$ cat src/rtl/spike_sched_pkg.sv
// Shared types for the spike event scheduler: event payload, FSM state and
// counter width. Event fields are sized for the widest supported build; the
// scheduler zero-extends its TIME_WIDTH/ROW_WIDTH values into them.
package spike_sched_pkg;

    localparam int unsigned CNT_W          = 16;
    localparam int unsigned EV_TIME_W_MAX  = 32;
    localparam int unsigned EV_ROW_W_MAX   = 8;

    typedef struct packed {
        logic [EV_TIME_W_MAX-1:0] ts;
        logic [EV_ROW_W_MAX-1:0]  row;
    } spike_event_t;

    typedef enum logic {
        ST_IDLE = 1'b0,
        ST_RUN  = 1'b1
    } sched_state_e;

    // Saturating increment for the diagnostic counters.
    function automatic logic [CNT_W-1:0] sat_inc(input logic [CNT_W-1:0] v);
        return (v == '1) ? v : v + CNT_W'(1);
    endfunction

endpackage

$ cat src/rtl/spike_event_scheduler_if.sv
// Timestamped event stream (valid/ready) into the spike event scheduler.
interface spike_event_scheduler_if #(
    parameter int unsigned TIME_WIDTH = 16,
    parameter int unsigned ROW_WIDTH  = 1
);
    logic                  ev_valid;
    logic                  ev_ready;
    logic [TIME_WIDTH-1:0] ev_time;
    logic [ROW_WIDTH-1:0]  ev_row;

    modport master (output ev_valid, output ev_time, output ev_row, input ev_ready);
    modport slave  (input ev_valid, input ev_time, input ev_row, output ev_ready);
endinterface

$ cat src/rtl/spike_event_fifo.sv
// Synchronous FIFO of spike events with a registered head entry and level.
// The head register is valid whenever the level is non-zero; a write into an
// empty FIFO becomes the head one cycle later.
module spike_event_fifo
    import spike_sched_pkg::*;
#(
    parameter int unsigned DEPTH = 8
) (
    input  logic                   clk,
    input  logic                   reset,
    input  logic                   wr_en_i,
    input  spike_event_t           wr_data_i,
    input  logic                   rd_en_i,
    output spike_event_t           head_o,
    output logic                   empty_o,
    output logic                   full_o,
    output logic [$clog2(DEPTH):0] level_o
);

    localparam int unsigned AW = $clog2(DEPTH);
    localparam int unsigned LW = AW + 1;

    spike_event_t   mem_q [DEPTH];
    spike_event_t   head_q, head_d;
    logic [AW-1:0]  wr_ptr_q, rd_ptr_q, rd_ptr_nxt;
    logic [LW-1:0]  level_q, level_d;
    logic           wr_fire, rd_fire;

    assign full_o     = (level_q == LW'(DEPTH));
    assign empty_o    = (level_q == '0);
    assign wr_fire    = wr_en_i && !full_o;
    assign rd_fire    = rd_en_i && !empty_o;
    assign rd_ptr_nxt = rd_ptr_q + AW'(1);
    assign head_o     = head_q;
    assign level_o    = level_q;

    // Next level and next head: refill from storage on pop, or capture the
    // incoming entry when it becomes the only one.
    always_comb begin
        level_d = level_q;
        head_d  = head_q;
        case ({wr_fire, rd_fire})
            2'b10:   level_d = level_q + LW'(1);
            2'b01:   level_d = level_q - LW'(1);
            default: level_d = level_q;
        endcase
        if (rd_fire) begin
            if (level_q > LW'(1)) begin
                head_d = mem_q[rd_ptr_nxt];
            end else if (wr_fire) begin
                head_d = wr_data_i;
            end
        end else if (empty_o && wr_fire) begin
            head_d = wr_data_i;
        end
    end

    // Storage array; contents need no reset since level gates visibility.
    always_ff @(posedge clk) begin
        if (wr_fire) begin
            mem_q[wr_ptr_q] <= wr_data_i;
        end
    end

    // Pointers, level and head register.
    always_ff @(posedge clk) begin
        if (reset) begin
            wr_ptr_q <= '0;
            rd_ptr_q <= '0;
            level_q  <= '0;
            head_q   <= '0;
        end else begin
            if (wr_fire) wr_ptr_q <= wr_ptr_q + AW'(1);
            if (rd_fire) rd_ptr_q <= rd_ptr_nxt;
            level_q <= level_d;
            head_q  <= head_d;
        end
    end

endmodule

$ cat src/rtl/spike_event_scheduler.sv
// Spike event scheduler: buffers timestamped (time, row) events and replays
// each as a one-cycle pulse on spike_out[row] when the run-time counter
// reaches its timestamp.
// Build option: SPIKE_SCHED_LATE_DROP_EN -- when defined, events whose time
// has already passed are discarded; otherwise they are emitted immediately.
// Both cases increment late_count.
module spike_event_scheduler
    import spike_sched_pkg::*;
#(
    parameter int unsigned NUM_SYNAPSE_ROWS = 2,
    parameter int unsigned TIME_WIDTH       = 16,
    parameter int unsigned DEPTH            = 8,
    parameter int unsigned ROW_WIDTH        = (NUM_SYNAPSE_ROWS > 1) ? $clog2(NUM_SYNAPSE_ROWS) : 1
) (
    input  logic                          clk,
    input  logic                          reset,
    input  logic                          start,
    input  logic                          stop,
    spike_event_scheduler_if.slave        ev,
    output logic [NUM_SYNAPSE_ROWS-1:0]   spike_out,
    output logic [TIME_WIDTH-1:0]         now,
    output logic                          running,
    output logic [$clog2(DEPTH):0]        fifo_level,
    output logic [CNT_W-1:0]              late_count,
    output logic [CNT_W-1:0]              bad_row_count
);

    sched_state_e                state_q;
    logic [TIME_WIDTH-1:0]       now_q;
    logic [NUM_SYNAPSE_ROWS-1:0] spike_q;
    logic [CNT_W-1:0]            late_q, bad_q;

    spike_event_t                wr_ev, head;
    logic                        fifo_empty, fifo_full;
    logic [TIME_WIDTH-1:0]       delta_c;
    logic                        due_c, late_c, row_ok_c, eval_c, pop_c, fire_c;
    logic [NUM_SYNAPSE_ROWS-1:0] onehot_c;

    assign wr_ev = '{ts:  EV_TIME_W_MAX'(ev.ev_time),
                     row: EV_ROW_W_MAX'(ROW_WIDTH'(ev.ev_row))};

    assign ev.ev_ready = !fifo_full;

    spike_event_fifo #(
        .DEPTH (DEPTH)
    ) u_fifo (
        .clk       (clk),
        .reset     (reset),
        .wr_en_i   (ev.ev_valid),
        .wr_data_i (wr_ev),
        .rd_en_i   (pop_c),
        .head_o    (head),
        .empty_o   (fifo_empty),
        .full_o    (fifo_full),
        .level_o   (fifo_level)
    );

    // Head match: modular distance to the head timestamp; MSB set means past.
    assign delta_c  = TIME_WIDTH'(head.ts - EV_TIME_W_MAX'(now_q));
    assign due_c    = (delta_c == '0);
    assign late_c   = delta_c[TIME_WIDTH-1];
    assign row_ok_c = (head.row < EV_ROW_W_MAX'(NUM_SYNAPSE_ROWS));
    assign eval_c   = (state_q == ST_RUN) && !stop && !fifo_empty;
    assign pop_c    = eval_c && (due_c || late_c);
    assign onehot_c = NUM_SYNAPSE_ROWS'(1) << head.row;

`ifdef SPIKE_SCHED_LATE_DROP_EN
    // Late events are consumed silently.
    assign fire_c = pop_c && row_ok_c && due_c;
`else
    // Late events are replayed as soon as they reach the head.
    assign fire_c = pop_c && row_ok_c;
`endif

    // Run/idle FSM, time counter, spike pulse register and saturating counters.
    always_ff @(posedge clk) begin
        if (reset) begin
            state_q <= ST_IDLE;
            now_q   <= '0;
            spike_q <= '0;
            late_q  <= '0;
            bad_q   <= '0;
        end else begin
            spike_q <= fire_c ? onehot_c : '0;
            if (pop_c && late_c)    late_q <= sat_inc(late_q);
            if (pop_c && !row_ok_c) bad_q  <= sat_inc(bad_q);
            case (state_q)
                ST_IDLE: begin
                    if (start && !stop) begin
                        state_q <= ST_RUN;
                        now_q   <= '0;
                    end
                end
                ST_RUN: begin
                    if (stop) begin
                        state_q <= ST_IDLE;
                    end else if (start) begin
                        now_q <= '0;
                    end else begin
                        now_q <= now_q + TIME_WIDTH'(1);
                    end
                end
                default: state_q <= ST_IDLE;
            endcase
        end
    end

    assign spike_out     = spike_q;
    assign now           = now_q;
    assign running       = (state_q == ST_RUN);
    assign late_count    = late_q;
    assign bad_row_count = bad_q;

endmodule

$ cat src/flat_wrapper.sv
// flat-port wrapper written by rule: the top's interface ports become plain ports
module spike_event_scheduler_flat import spike_sched_pkg::*;
#(
    parameter int unsigned NUM_SYNAPSE_ROWS = 2,
    parameter int unsigned TIME_WIDTH       = 16,
    parameter int unsigned DEPTH            = 8,
    parameter int unsigned ROW_WIDTH        = (NUM_SYNAPSE_ROWS > 1) ? $clog2(NUM_SYNAPSE_ROWS) : 1
)
  (clk, reset, start, stop, spike_out, now, running, fifo_level, late_count, bad_row_count, ev_ev_valid, ev_ev_time, ev_ev_row, ev_ev_ready);
  spike_event_scheduler_if #(.TIME_WIDTH(TIME_WIDTH), .ROW_WIDTH(ROW_WIDTH)) ev_i ();
  input  logic clk;
  input  logic reset;
  input  logic start;
  input  logic stop;
  output logic [NUM_SYNAPSE_ROWS-1:0] spike_out;
  output logic [TIME_WIDTH-1:0] now;
  output logic running;
  output logic [$clog2(DEPTH):0] fifo_level;
  output logic [CNT_W-1:0] late_count;
  output logic [CNT_W-1:0] bad_row_count;
  input wire logic [$bits(ev_i.ev_valid)-1:0] ev_ev_valid;
  input wire logic [$bits(ev_i.ev_time)-1:0] ev_ev_time;
  input wire logic [$bits(ev_i.ev_row)-1:0] ev_ev_row;
  output wire logic [$bits(ev_i.ev_ready)-1:0] ev_ev_ready;
  assign ev_i.ev_valid = ev_ev_valid;
  assign ev_i.ev_time = ev_ev_time;
  assign ev_i.ev_row = ev_ev_row;
  assign ev_ev_ready = ev_i.ev_ready;
  spike_event_scheduler #(.NUM_SYNAPSE_ROWS(NUM_SYNAPSE_ROWS), .TIME_WIDTH(TIME_WIDTH), .DEPTH(DEPTH), .ROW_WIDTH(ROW_WIDTH)) u_core (.clk(clk), .reset(reset), .start(start), .stop(stop), .ev(ev_i), .spike_out(spike_out), .now(now), .running(running), .fifo_level(fifo_level), .late_count(late_count), .bad_row_count(bad_row_count));
endmodule
$ cat config.mk
export PLATFORM = sky130hd
export DESIGN_NAME = spike_event_scheduler_flat
export DESIGN_NICKNAME = d
export VERILOG_FILES = /design/src/rtl/spike_sched_pkg.sv /design/src/rtl/spike_event_scheduler_if.sv /design/src/rtl/spike_event_fifo.sv /design/src/rtl/spike_event_scheduler.sv /design/src/flat_wrapper.sv
export SDC_FILE = /design/constraint.sdc
export NUM_CORES = 1
export LEC_CHECK = 0
export CORE_MARGIN = 2
export CORE_UTILIZATION = 40
export DETAILED_ROUTE_END_ITERATION = 16
export PLACE_DENSITY = 0.64
export REMOVE_ABC_BUFFERS = 1
export SLEW_MARGIN = 20
export SYNTH_ARGS = -nofsm -noshare
export SYNTH_HDL_FRONTEND = slang
export SYNTH_SLANG_ARGS = --single-unit
$ cat constraint.sdc
create_clock -name clk -period 10 [get_ports clk]
set_input_delay 2.5 -clock clk [delete_from_list [all_inputs] [get_ports clk]]
set_output_delay 2.5 -clock clk [all_outputs]
set_load 0.02 [all_outputs]
* Word level (Yosys, flattened, before mapping)
Memory sizes are Yosys's and may differ from the RTL's.
Index checks and enable logic that the tools add are counted.
** Cells by class
- Mux-type cells :: 14
- $add $sub $neg :: 8
- Reductions and logical operators :: 24
- Shifts and indexed selects :: 1
- Equality and inequality tests :: 8
- $lt $le $gt $ge :: 2
- Bitwise logic cells :: 4
** Operator list (count)
- $mux 24 :: 4
- $add 16x1->16 const B :: 3
- $mux 16 :: 3
- $eq 16x16->1 const B :: 2
- $pmux 16 s2 :: 1
- $logic_not 16->1 :: 1
- $sub 16x16->16 :: 1
- $logic_and 1x1->1 :: 10
- $lt 8x2->1 const B :: 1
- $pmux 4 s2 :: 1
- $reduce_and 2->1 :: 4
- $shl 1x8->2 const A :: 1
- $add 3x1->3 const B :: 2
- $add 4x1->4 const B :: 1
- $eq 4x4->1 const B :: 1
- $gt 4x1->1 const B :: 1
- $logic_not 1->1 :: 4
- $logic_not 4->1 :: 1
- $mux 1 :: 4
- $not 1->1 :: 4
- $reduce_bool 2->1 :: 2
- $sub 4x1->4 const B :: 1
- $ne 3x2->1 const B :: 1
- $eq 2x1->1 const B :: 1
- other kinds (6) :: 6
** Word-level totals
- Register bits after elaboration :: 85
- Memories kept :: 1
- Input port bits :: 22
- Output and inout port bits :: 56
- Bits in writable memories :: 136
** Memory list
- u_core.u_fifo.mem_q :: words 8, width 17, rd ports 1, clocked after memory_dff 0, write ports 1, RTL line spike_event_fifo.sv:23 : spike_event_t mem_q [DEPTH];

* Longest topological paths before layout
Gate-level depths: netlist (run 1).
- Depth in word-level cells :: 7
- Gate-level depth with buffers :: 19
- Depth with buffers taken out :: 16

* By module
A second synthesis (run 1) with hierarchy kept.
** Unflattened totals
- Cell total of the unflattened synthesis :: 1167
- Area total of the unflattened synthesis :: 17769.5 um^2
** Modules (own cells, without submodules)
- spike_event_fifo :: area each 14291.2 um^2, cells an instance 719, instances 1, sequential area each 10610.2 um^2
- spike_event_scheduler :: area each 3478.3 um^2, cells an instance 448, instances 1, sequential area each 1021.0 um^2

* Worst setup path before layout (run 1)
OpenSTA, ideal clock, no wires.
- Path kind :: in2reg
- Start :: input stop
- End :: register u_core.u_fifo.level_q[3], in the netlist u_core.u_fifo.level_o[3]
- Arrival time :: 5.417 ns
- Stages on the path :: 15
- Path slack :: 4.455 ns
- Required time :: 9.872 ns
- Path through :: nand2b_1 > a21oi_1 > nor3b_1 > o2111ai_1 > or4_4 > o21a_4 > buf_6 > buf_2 > inv_2 > ha_1 > clkbuf_1 > or4b_2 > a21oi_1 > xnor2_1 > nor2_1
** Between the ends
- Word-level cells in the longest chain between the ends :: 7
- Elaborated cells on any way between the ends :: 9
** RTL lines
- start, declared :: RTL line flat_wrapper.sv:14 : input logic stop;
- $logic_not 1->1 * :: RTL line spike_event_scheduler.sv:63 : assign eval_c = (state_q == ST_RUN) && !stop && !fifo_empty;
- $logic_and 1x1->1 * (2 in a row) :: RTL line spike_event_scheduler.sv:63
- $logic_and 1x1->1 * :: RTL line spike_event_scheduler.sv:64 : assign pop_c = eval_c && (due_c || late_c);
- $logic_and 1x1->1 * :: RTL line spike_event_fifo.sv:32 : assign rd_fire = rd_en_i && !empty_o;
- $eq 2x1->1 or $eq 2x2->1 (tied branches) :: RTL line spike_event_fifo.sv:42 : case ({wr_fire, rd_fire})
- $pmux 4 s2 or $reduce_bool 2->1 (tied branches)
- end signal, assigned :: RTL line spike_event_fifo.sv:75 : level_q <= level_d;
- end, declared :: RTL line spike_event_fifo.sv:26 : logic [LW-1:0] level_q, level_d;
Mark *: on every way between the ends. The rest lies on a longest branch, timed or not.
A chain may end at the register's enable or synchronous reset.

* Final worst setup path (run 1)
Ends and elaborated chain as after synthesis.

==> flow_metrics.tcl, run 1 <==
set metrics [dict create \
    critPathSlowestCell "or4b_2" \
    grt_overflow 0 \
    arrival_ps 5890 \
    relSlewSlack_pct 46.05 \
    synthDistinctLibCells 71 \
    die_w_um 155.8 \
    path_delay_family "simple AND/OR/NAND/NOR gates" \
    port_buffers 61 \
    drc 0 \
    std_cell_rows 55 \
    fin_skew_ps 9.919 \
    path_clk_slew_ps 70 \
    grtUsageTotal_pct 16.13 \
    worstSetupPathType "in2reg" \
    r2r_setup_slack_ps 5470 \
    r2r_start "u_core.now[0]$_SDFFE_PP0P_" \
    start_util_pct 40.74 \
    postRouteAntennaNets 0 \
    p_per_area_nw_per_um2 168.6 \
    syn_area_um2 9223 \
    synth.most_common_cell "edfxtp_1" \
    clock_path_buffers 2 \
    worstMarginPinSlew_ps 809.2 \
    grt_pass1_wl_mm 30.27 \
    hold_class "reg2reg" \
    r2r_end "u_core.u_fifo.level_o[3]$_SDFFE_PP0P_" \
    pwr-share-clk_pct 37.8 \
    crit_path_max_fanout 41 \
    fin_nets 807 \
    clock_latency_ps 440 \
    maxCapViolCount 0 \
    grt_max_degree 49 \
    yosys_register_bits 198 \
    yosysWarnings 0 \
    dp_hpwl_mm 12.01 \
    ys_seq_area_share_pct 57.74 \
    final_hold_viol_count 0 \
    crit_path_start_kind "primary input" \
    timing.fmax_ghz 0.1793 \
    p_sw_share_pct 25.69 \
    rsz0062_at_grt "false" \
    whs_ps 458.0 \
    fin_crit_ps 5578 \
    fin_ws_ps 4422 \
    rr_worst_depth 15 \
    maxSlewViolCount 0 \
    cts_tree "yes" \
    status "completed" \
    wl_per_cell_um 17.70 \
    via_count 5791 \
    synth.area.top_cells "edfxtp_1 (44%), dfxtp_1 (13%), mux4_2 (8.3%)" \
    required_ps 10310 \
    htreeDepth 4 \
    p_leak_nw 3.484 \
    cts_num_sinks 198 \
    totalNegativeSetupSlack_ps 0 \
    post_cts_resized 0 \
    cts_root_buffer "clkbuf_16" \
    finalSetupViolations 0 \
    max_stage_delay_ps 610 \
    synth-edff-count 136 \
    synth_top_cell_by_area "edfxtp_1" \
    cts_inserted_buffers 17 \
    antenna_found_initial 0 \
    power_frac_comb_pct 11.8 \
    diodes 0 \
    intPower_w 0.001337 \
    post-cts-setup-buffers 0 \
    die_y_um 155.8 \
    power_frac_seq_pct 50.4 \
    ys.flop_type "edfxtp_1" \
    endpoint_kind "register" \
    worstHoldEndpoint "u_core.u_fifo.rd_ptr_q[1]$_SDFFE_PP0N_" \
    drive_above_1_share_pct 15.12 \
    syn2layout_area_growth_pct 15.72 \
    io_pins 78 \
    die-area_um2 24290 \
    hold_depth 2 \
    drtIter0Drc 329 \
    grt_pass1_vias 5633 \
    worst-path-buf-inv 2 \
    place.gp.congestion 0.8161 \
    vias_per_cell 5.468 \
    design_power_total_w 0.001800 \
    path_cells "clkdlybuf4s50_1 > nand2b_1 > a21oi_1 > nor3b_1 > o2111ai_1 > or4_4 > o21a_4 > inv_2 > ha_1 > or4b_2 > a21oi_1 > xnor2_1 > nor2_1" \
    cpMostUsedCell "a21oi_1" \
    dpl_worst_slack_ps 3965 \
    hold_start "u_core.u_fifo.rd_ptr_q[1]$_SDFFE_PP0N_" \
    syn_inst 704 \
    avgSynthCellArea_um2 13.10 \
    yosys-top-cells-count "edfxtp_1 (136), dfxtp_1 (62), nor2_1 (60)" \
    async_flop_share_pct 0 \
    wirelength_mm 18.74 \
    period_share_pct 55.78 \
    post_cts_hold_buffer_count 0 \
    core_area_um2 22640 \
    dr.pass1.iters 4 \
    vdd_drop_max_mv 0.09544 \
    p_sw_w 0.0004624 \
    synth_top_area_share_pct 44.28 \
]
[metal layers]
metal | vias to the layer above | global-route usage, % | share of wire, %
li1 | 2785 | - | -
met1 | 2858 | 21.37 | 47
met2 | 129 | 26.91 | 48
met3 | 19 | 2.917 | 3.3
met4 | 0 | 5.417 | 1.4
met5 | - | 0 | 0
[final cells by class]
type,instances,area [um2]
Inverter,26,97.59
Clock buffer,17,425.4
Fill cell,1968,11970
Tap cell,285,356.6
Timing Repair Buffer,75,710.7
Multi-Input combinational cell,443,3586
Clock inverter,15,170.2
Sequential cell,198,5326
[power by group through the flow]
stage	sequential [W]	combinational, W	clock [W]
floorplan	0.000924	0.000147	0
global placement	0.000925	0.000211	0
detailed placement	0.000925	0.000212	0
CTS	0.000906	0.000213	0.000699
global route	0.000908	0.000235	0.000728
finish	0.000907	0.000213	0.000680
[cells by family after synthesis]
group           Yosys count  synth area share (%)
compound gates          127                 10.62
fa+ha+maj                24                 3.337
xor+xnor                 25                 2.374
mux                      53                 10.60
other cells               1               0.04066
buf+inv                  78                 4.192
flops                   198                 57.74
simple gates            198                 11.10
[layout by cell type, fill, tap and decap left out, types with 18 or more instances in the layout]
master,netlist,final
edfxtp_1,136,136
dfxtp_1,62,61
nor2_1,60,60
clkdlybuf4s50_1,0,60
mux4_2,34,34
nand2_1,29,29
inv_1,25,25
a21oi_1,25,25
ha_1,23,23
nand3_1,20,20
or3_1,19,19
o21bai_1,18,18
[tightest hold or removal path, stage by stage (launching register included)]
cell and delay [ps]:
dfxtp_1 320, nand2_1 50, a21oi_1 50
[stage by stage]
stage	instance area [um2]	instances	utilization [%]
after detailed placement	10080	1027	44.50
after global placement	10080	1027	44.50
final	10670	1059	47.14
after floorplan	8990	667	-
after CTS	10670	1059	47.13
after global routing	10670	1059	47.14
[worst max-delay path by stage]
stage	startpoint	endpoint	slack, ps	depth (start not counted)
global route	stop	u_core.u_fifo.level_o[3]$_SDFFE_PP0P_	4090	13
finish	stop	u_core.u_fifo.level_o[3]$_SDFFE_PP0P_	4420	13
CTS	stop	u_core.u_fifo.level_o[3]$_SDFFE_PP0P_	4430	13
floorplan	stop	u_core.u_fifo.level_o[3]$_SDFFE_PP0P_	4750	12
global placement	stop	u_core.u_fifo.level_o[3]$_SDFFE_PP0P_	4010	13
detailed placement	stop	u_core.u_fifo.level_o[3]$_SDFFE_PP0P_	3960	13
[registers in the layout, indices dropped and copies added (netlist names)]
register                flops
u_core.spike_out            2
u_core.u_fifo.head_o       17
u_core.u_fifo.level_o       4
u_core.late_count          16
u_core.u_fifo.mem_q       136
u_core.u_fifo.rd_ptr_q      3
u_core.running              1
u_core.now                 16
u_core.u_fifo.wr_ptr_q      3
Power figures use the tool's default switching activity.
==> inputs of run 2 (changes only) <==
==> constraint.sdc (replaced) <==
create_clock -name clk -period 5.3 [get_ports clk]
set_input_delay 1.325 -clock clk [delete_from_list [all_inputs] [get_ports clk]]
set_output_delay 1.325 -clock clk [all_outputs]
set_load 0.02 [all_outputs]
==> run 2 against run 1 <==
Against the previous run:
- setup slack worse by 3600 ps
- critical endpoint unchanged
- hold slack better by 4.3 ps
- clock-buffer cell count is 2 higher
- combinational power is 87% higher
- critical path depth is 2 higher
==> flow_metrics.tcl, run 2 (synthesized netlist as in run 1, its figures left out) <==
set metrics [dict create \
    multi_input_area_um2 3586 \
    htreeDepth 4 \
    io_pins 78 \
    timing.fmax_ghz 0.2221 \
    fin_cells 1060 \
    grt_pass1_wl_mm 30.25 \
    vdd_drop_max_mv 0.1884 \
    required_ps 5610 \
    p_per_area_nw_per_um2 319.7 \
    worstSetupPathType "reg2reg" \
    final_common_cell "edfxtp_1" \
    grt_overflow 0 \
    regArea_um2 5326 \
    place_inst 1028 \
    die-area_um2 24290 \
    cts_inserted_buffers 17 \
    fin_ws_ps 797.1 \
    period_share_pct 84.96 \
    rsz0062_at_grt "false" \
    die_y_um 155.8 \
    r2r_setup_slack_ps 800 \
    grt_pass1_vias 5537 \
    rr_worst_depth 15 \
    wirelength_mm 18.76 \
    grtUsageTotal_pct 16.19 \
    die_w_um 155.8 \
    finalSetupViolations 0 \
    grt_max_degree 49 \
    antenna_found_initial 0 \
    fin_nets 808 \
    maxCapViolCount 0 \
    hold_depth 1 \
    drive_above_1_share_pct 14.97 \
    via_count 5855 \
    fillCellCount 1961 \
    cpMostUsedCell "ha_1" \
    status "completed" \
    hold_class "reg2reg" \
    placed_cell_area_um2 10080 \
    postRouteAntennaNets 0 \
    worstHoldEndpoint "u_core.spike_out[0]$_SDFF_PP0_" \
    largest_reg_flops 136 \
    maxSlewViolCount 0 \
    endpoint_kind "register" \
    hold_start "u_core.u_fifo.head_o[0]$_SDFFE_PP0P_" \
    syn2layout_area_growth_pct 15.82 \
    fin_crit_ps 4503 \
    totalNegativeSetupSlack_ps 0 \
    crit_path_max_fanout 41 \
    start_util_pct 40.74 \
    post_cts_resized 0 \
    cts_num_sinks 198 \
    diodes 0 \
    stdcell_area_um2 10680 \
    max_stage_delay_ps 600 \
    core_area_um2 22640 \
    std_cell_rows 55 \
    dp_hpwl_mm 12.02 \
    drc 0 \
    place.gp.congestion 0.7881 \
    p_leak_nw 3.496 \
    layout_common_cells "edfxtp_1 (136), dfxtp_1 (61), nor2_1 (60), clkdlybuf4s50_1 (60), mux4_2 (34)" \
    path_clk_slew_ps 70 \
    drtIter0Drc 375 \
    crit_path_start_kind "register" \
    path_cells "ha_1 > fa_1 > nor2b_4 > o2111ai_2 > and3b_1 > o31ai_1 > xor2_1 > or4_4 > o21a_4 > inv_2 > ha_1 > or4b_2 > a21oi_1 > xnor2_1 > nor2_1" \
    final_hold_viol_count 0 \
    fin_skew_ps 16.53 \
    wl_per_cell_um 17.70 \
    registers.top_by_ff_count "u_core.u_fifo.mem_q" \
    relSlewSlack_pct 42.95 \
    port_buffers 61 \
    cts_tree "yes" \
    dpl_worst_slack_ps 426.8 \
    dr.pass1.iters 5 \
    worstMarginPinSlew_ps 852.5 \
    arrival_ps 4820 \
    post-cts-setup-buffers 0 \
    critPathSlowestCell "or4b_2" \
    r2r_start "u_core.now[0]$_SDFFE_PP0P_" \
    cts_root_buffer "clkbuf_16" \
    clock_latency_ps 440 \
    worst-path-buf-inv 1 \
    r2r_end "u_core.u_fifo.level_o[3]$_SDFFE_PP0P_" \
    clock_path_buffers 2 \
    vias_per_cell 5.524 \
    path_delay_family "simple AND/OR/NAND/NOR gates" \
    post_cts_hold_buffer_count 0 \
]
[run 2: per-stage QoR]
step           hold slack (ps)  total power [W]  util, %
2_1_floorplan            412.4         0.002022        -
3_3_place_gp             450.9         0.002141    44.54
3_5_place_dp             460.1         0.002145    44.54
4_1_cts                  469.5         0.003445    47.17
5_1_grt                  482.3         0.003550    47.18
6_report                 462.3         0.003415    47.18
[run 2: worst register-to-register path: cells and delay by family (launching register included)]
kind	cells	cell delay (ps)
xor gates and xnor gates	2	240
buffers and inverters	1	140
and+or+nand+nor	5	1590
adders and majority gates	3	1010
DFF	1	380
AOI/OAI and AO/OA	4	1000
[run 2: routing by layer]
layer	vias up	global-route usage, %	part of all wire, %
met5	-	0	0
met4	0	4.893	1.3
met3	17	3.167	4.5
met2	165	26.68	48
met1	2897	21.81	46
li1	2776	-	-
[run 2: layout make-up]
class                           count  area share, %
Sequential cell                   198          49.87
Multi-Input combinational cell    443          33.57
Timing Repair Buffer               76          6.724
Clock buffer                       19          4.053
Tap cell                          285          3.338
Clock inverter                     13          1.534
Inverter                           26         0.9137
[run 2: how the worst max path moves through the flow]
| stage | start | cells past startpoint | end | slack [ps] |
|---|---|---|---|---|
| finish | u_core.now[0]$_SDFFE_PP0P_ | 15 | u_core.u_fifo.level_o[3]$_SDFFE_PP0P_ | 800 |
| CTS | u_core.now[0]$_SDFFE_PP0P_ | 15 | u_core.u_fifo.level_o[3]$_SDFFE_PP0P_ | 770 |
| floorplan | u_core.now[0]$_SDFFE_PP0P_ | 15 | u_core.u_fifo.level_o[3]$_SDFFE_PP0P_ | 1090 |
| detailed placement | stop | 13 | u_core.u_fifo.level_o[3]$_SDFFE_PP0P_ | 430 |
| global route | u_core.now[2]$_SDFFE_PP0P_ | 15 | u_core.u_fifo.level_o[3]$_SDFFE_PP0P_ | 390 |
| global placement | stop | 13 | u_core.u_fifo.level_o[3]$_SDFFE_PP0P_ | 490 |
[run 2: where the power goes]
| part | total, W | leakage [nW] | switching (W) | internal [W] |
|---|---|---|---|---|
| combinational | 0.000399 | 1.46 | 0.000234 | 0.000165 |
| clock | 0.00130 | 0.295 | 0.000591 | 0.000713 |
| sequential | 0.00171 | 1.74 | 0.0000228 | 0.00169 |
==> RTL change 1 (config.mk and constraints of run 2) <==
`NUM_SYNAPSE_ROWS` is set to 2 in 2 places; all go to 4.
--- a/src/rtl/spike_event_scheduler.sv
+++ b/src/rtl/spike_event_scheduler.sv
@@ -9,3 +9,3 @@
 #(
-    parameter int unsigned NUM_SYNAPSE_ROWS = 2,
+    parameter int unsigned NUM_SYNAPSE_ROWS = 4,
     parameter int unsigned TIME_WIDTH       = 16,
--- a/src/flat_wrapper.sv
+++ b/src/flat_wrapper.sv
@@ -3,3 +3,3 @@
 #(
-    parameter int unsigned NUM_SYNAPSE_ROWS = 2,
+    parameter int unsigned NUM_SYNAPSE_ROWS = 4,
     parameter int unsigned TIME_WIDTH       = 16,
Ports: changed (resized ev_ev_row and spike_out); port bits go from 78 to 81. No check against the original RTL was run, so the function may have changed too.
==> RTL change 1 against run 2 <==
Clock power rose by 28%; combinational power rose by 5.8%; sequential cell count rose by 11; area after synthesis rose by 3.5%; critical path depth did not move; wire length rose by 4.9%; via count rose by 3.8%; total power rose by 14%; critical path type is now in2reg; utilization rose by 1.1 points; highest routed layer unchanged; global-route usage barely moved; worst setup slack improved by 120 ps; sequential power rose by 5%; design area rose by 6.0%.
==> RTL change 1: results (changes against run 2) <==
Critical path
  • Worst Setup SP: stop
  • Crit-path max FO: 18 (-56%)
  • Crit-path leading delay family: compound AO/OA/AOI/OAI gates
  • Critical-path top delay cell: or3_1
  • Worst r2r path cells: 16 (+1)
  • Reg2Reg Setup Slack: 940 ps (+140 ps)
  • Max incr delay on CP: 630 ps (+30 ps)

STA
  • F_max: 228 MHz (+2.7%)
  • Clock Skew: 10.9 ps (-5.62 ps)

Placed design
  • DP Area: 10500 um2 (+4.4%)
  • Place WS: 367 ps (-59.5 ps)
  • # port buffers: 64 (+4.9%)
  • Dpl hpwl: 12.6 mm (+4.8%)
  • Placed insts: 1114 (+8.4%)

Detailed routing
  • WL final: 19.7 mm (+4.9%)
  • Iter 0 DRT Violations: 602 (+61%)
  • Drt first pass iters: 7 (+2)
  • Via count: 6075 (+3.8%)

Clock tree
  • Clock Latency Late Sink: 520 ps (+80 ps)
  • Clock Path Buffers: 3 (+1)
  • H-tree depth: 1 (-3)
  • CTS Buf Count: 23 (+6)

Yosys
  • Top post-synthesis cells by area: edfxtp_1, dfxtp_1, mux4_2, ha_1, o22ai_1
  • Syn_area_per_cell: 12.8 um2 (-2.6%)
  • Post-synth EDFFs: 144 (+5.9%)
  • Post-synthesis sequential area ratio: 0.589 (+0.0118)
  • Synth cell types: 61 (-14%)
  • Top cells by instance count after synthesis: edfxtp_1, dfxtp_1, nor2_1

Global route
  • Largest net degree at the start of global routing: 50 (+2.0%)
  • Routing usage on met2: 0.265 (-0.00153)
  • Met3 Track Usage GR: 0.0229 (-0.00880)
  • First-pass GRT wire length: 31.6 mm (+4.5%)
  • GRT Resource Usage Total: 0.162 (about the same)

Power and ir drop
  • Worst IR Drop VDD: 0.237 mV (+26%)
  • Switching share of power: 0.240 (-0.00850)

Cells and area
  • Final core area utilization: 0.482 (+0.0106)
  • Share of cells above drive strength 1: 0.136 (-0.0135)
  • Max FFs per register: 144 (+5.9%)
  • Nets: 867 (+7.3%)

Hold path
  • Worst Hold Class: reg2reg

Outcome
  • Outcome: finished, final reports clean
## RTL change 1: cell count changes after synthesis, moves of 16 or more
cell / delta
a21oi_1: +16
a32o_1: -17
mux2i_1: +19
nand2_1: +17
inv_1: +19
mux2_2: -16
o21bai_1: -17
o22ai_1: +33
## RTL change 1: cell families (layout without fill, tap and decap cells)
kind of cell	count (synthesis)	count (layout)	synth area share
compound gates	158	158	0.109
fa+ha+maj	24	24	0.0322
simple gates	183	183	0.0955
other cells	1	16	0.000393
buf+inv	92	166	0.0449
xor+xnor	23	23	0.0211
mux	58	58	0.108
flops	209	209	0.589
## RTL change 1: path summary, 6_finish.rpt
check                                  end
setup / recovery  u_core.u_fifo.head_o[12]
hold reg to reg        u_core.spike_out[2]
setup reg to reg  u_core.u_fifo.head_o[12]
hold / removal         u_core.spike_out[2]
## RTL change 1: final cells by class
| cell class | count | area share |
|---|---|---|
| Tap cell | 319 | 0.0352 |
| Inverter | 44 | 0.0146 |
| Multi-Input combinational cell | 462 | 0.316 |
| Clock buffer | 25 | 0.0524 |
| Clock inverter | 17 | 0.0177 |
| Sequential cell | 209 | 0.497 |
| Timing Repair Buffer | 80 | 0.0667 |
## RTL change 1: routing by layer
| layer | vias to the layer above | part of all wire |
|---|---|---|
| met5 | - | 0 |
| li1 | 2951 | - |
| met3 | 28 | 0.045 |
| met4 | 0 | 0.021 |
| met1 | 2950 | 0.47 |
| met2 | 146 | 0.46 |
## RTL change 1: power groups by stage
stage	registers, mW	logic, mW	clock network (mW)
final	1.80	0.422	1.66
after floorplan	1.84	0.293	0
after CTS	1.81	0.423	1.70
after global routing	1.81	0.467	1.76
after global placement	1.84	0.418	0
after detailed placement	1.84	0.421	0
==> RTL change 2 (flow settings as in run 2) <==
Without the edit above. Put a register stage on the output `fifo_level`, cleared by the reset. The value now appears one clock later. The other outputs are not delayed to match.
--- a/src/rtl/spike_event_scheduler.sv
+++ b/src/rtl/spike_event_scheduler.sv
@@ -26,2 +26,4 @@
 );
+
+    logic [$clog2(DEPTH):0] fifo_level_d;
 
@@ -54,3 +56,3 @@
         .full_o    (fifo_full),
-        .level_o   (fifo_level)
+        .level_o   (fifo_level_d)
     );
@@ -113,2 +115,10 @@
 
+    always_ff @(posedge clk) begin
+        if (reset) begin
+            fifo_level <= '0;
+        end else begin
+            fifo_level <= fifo_level_d;
+        end
+    end
+
 endmodule
Check against the original RTL: not equivalent (a bounded check fails within 4 cycles, from zero or initial values and one cycle with reset high).
==> RTL change 2 against run 2 <==
Combinational power rose by 68%; sequential cell count rose by 4; total power rose by 14%; fmax rose by 5.2%; worst setup slack improved by 220 ps; critical path depth fell by 4; area after synthesis rose by 4.6%; first-iteration DRC count rose by 41%; wire length rose by 13%; design area rose by 5.5%; global-route usage rose by 0.17 points.
==> RTL change 2: results (changes against run 2) <==
Outcome
  • Outcome: finished, final reports clean

Yosys
  • Multiplexer share of the synthesized area: 0.102 (-0.00361)
  • Post-synthesis sequential area ratio: 0.560 (-0.0170)
  • Top post-synthesis cells by area: edfxtp_1, dfxtp_1, mux4_2, ha_1, a21oi_1
  • Synth Area in Compound Gates: 0.130 (+0.0243)
  • Post-synthesis adder-cell area fraction: 0.0319 (-0.00146)
  • Top cells by instance count after synthesis: edfxtp_1, dfxtp_1, nor2_1
  • XOR/XNOR Fraction of Synth Area: 0.0163 (-0.00740)

Clock tree
  • Clock Latency Late Sink: 490 ps (+50 ps)
  • CTS Buf Count: 23 (+6)
  • Clock Path Buffers: 3 (+1)
  • CTS Sinks: 202 (+2.0%)
  • H-tree depth: 1 (-3)

Cells and area
  • Filler cells: 2143 (+9.3%)
  • Non-Clock Inverter Count: 30 (+15%)
  • Repair and plain buffers: 78 (+2.6%)
  • Signal buf overhead: 0.0651 (-0.00216)
  • Fraction of area in multi-input gates: 0.349 (+0.0130)
  • Share of cells above drive strength 1: 0.144 (-0.00583)

STA
  • Worst rel slew slack: 0.495 (+0.0654)
  • Clock Skew: 6.36 ps (-10.2 ps)

Critical path
  • CP arrival: 4690 ps (-130 ps)
  • Worst Setup SP: stop
  • Worst r2r path cells: 14 (-1)
  • Reg2Reg Setup Slack: 1110 ps (+310 ps)
  • Crit-path max FO: 30 (-27%)
  • Max incr delay on CP: 630 ps (+30 ps)
  • R2R Path Start: u_core.now[9]
  • R2R Path End: u_core.u_fifo.head_o[17]
  • Critical-path top delay cell: a21oi_2

Global route
  • GRT Resource Usage Total: 0.164 (+0.00167)
  • GR Util met1: 0.233 (+0.0149)
  • Largest net degree at the start of global routing: 52 (+6.1%)
  • Vias in the first global route: 6157 (+11%)
  • Met3 Track Usage GR: 0.0240 (-0.00770)
  • Routing usage on met2: 0.267 (+0.000443)

Power and ir drop
  • Static leakage: 3.63 nW (+3.8%)
  • Worst IR Drop VDD: 0.172 mV (-8.8%)

Placed design
  • Dpl hpwl: 13.6 mm (+13%)

Detailed routing
  • Via count: 6438 (+10%)
  • Met3 WL: 925 um (+8.8%)
  • Iter 0 DRT Violations: 528 (+41%)
  • Metal1 wirelength: 10.0 mm (+17%)
  • WL final: 21.3 mm (+13%)
[RTL change 2: changes by cell type after synthesis, moves of 17 or more]
cell	before	now
a21oi_1	25	47
a211oi_1	4	24
and2_1	2	20
o21bai_1	18	0
o2bb2ai_1	0	18
a32o_1	17	0
[RTL change 2: per-stage QoR]
| stage | cell area [um2] | cells | utilization | setup slack (ps) | hold slack [ps] |
|---|---|---|---|---|---|
| after detailed placement | 10600 | 1140 | 0.449 | 523 | 464 |
| after CTS | 11300 | 1181 | 0.479 | 1040 | 483 |
| after floorplan | 9420 | 743 | - | 1130 | 410 |
| after global placement | 10600 | 1140 | 0.449 | 600 | 453 |
| final | 11300 | 1181 | 0.479 | 1020 | 480 |
| after global routing | 11300 | 1181 | 0.479 | 694 | 510 |
[RTL change 2: report_power, final]
part	switching [mW]	total, mW	internal [mW]
Clock	0.600	1.45	0.846
Combinational	0.397	0.670	0.273
Sequential	0.0345	1.77	1.73
Total	1.03	3.88	2.85
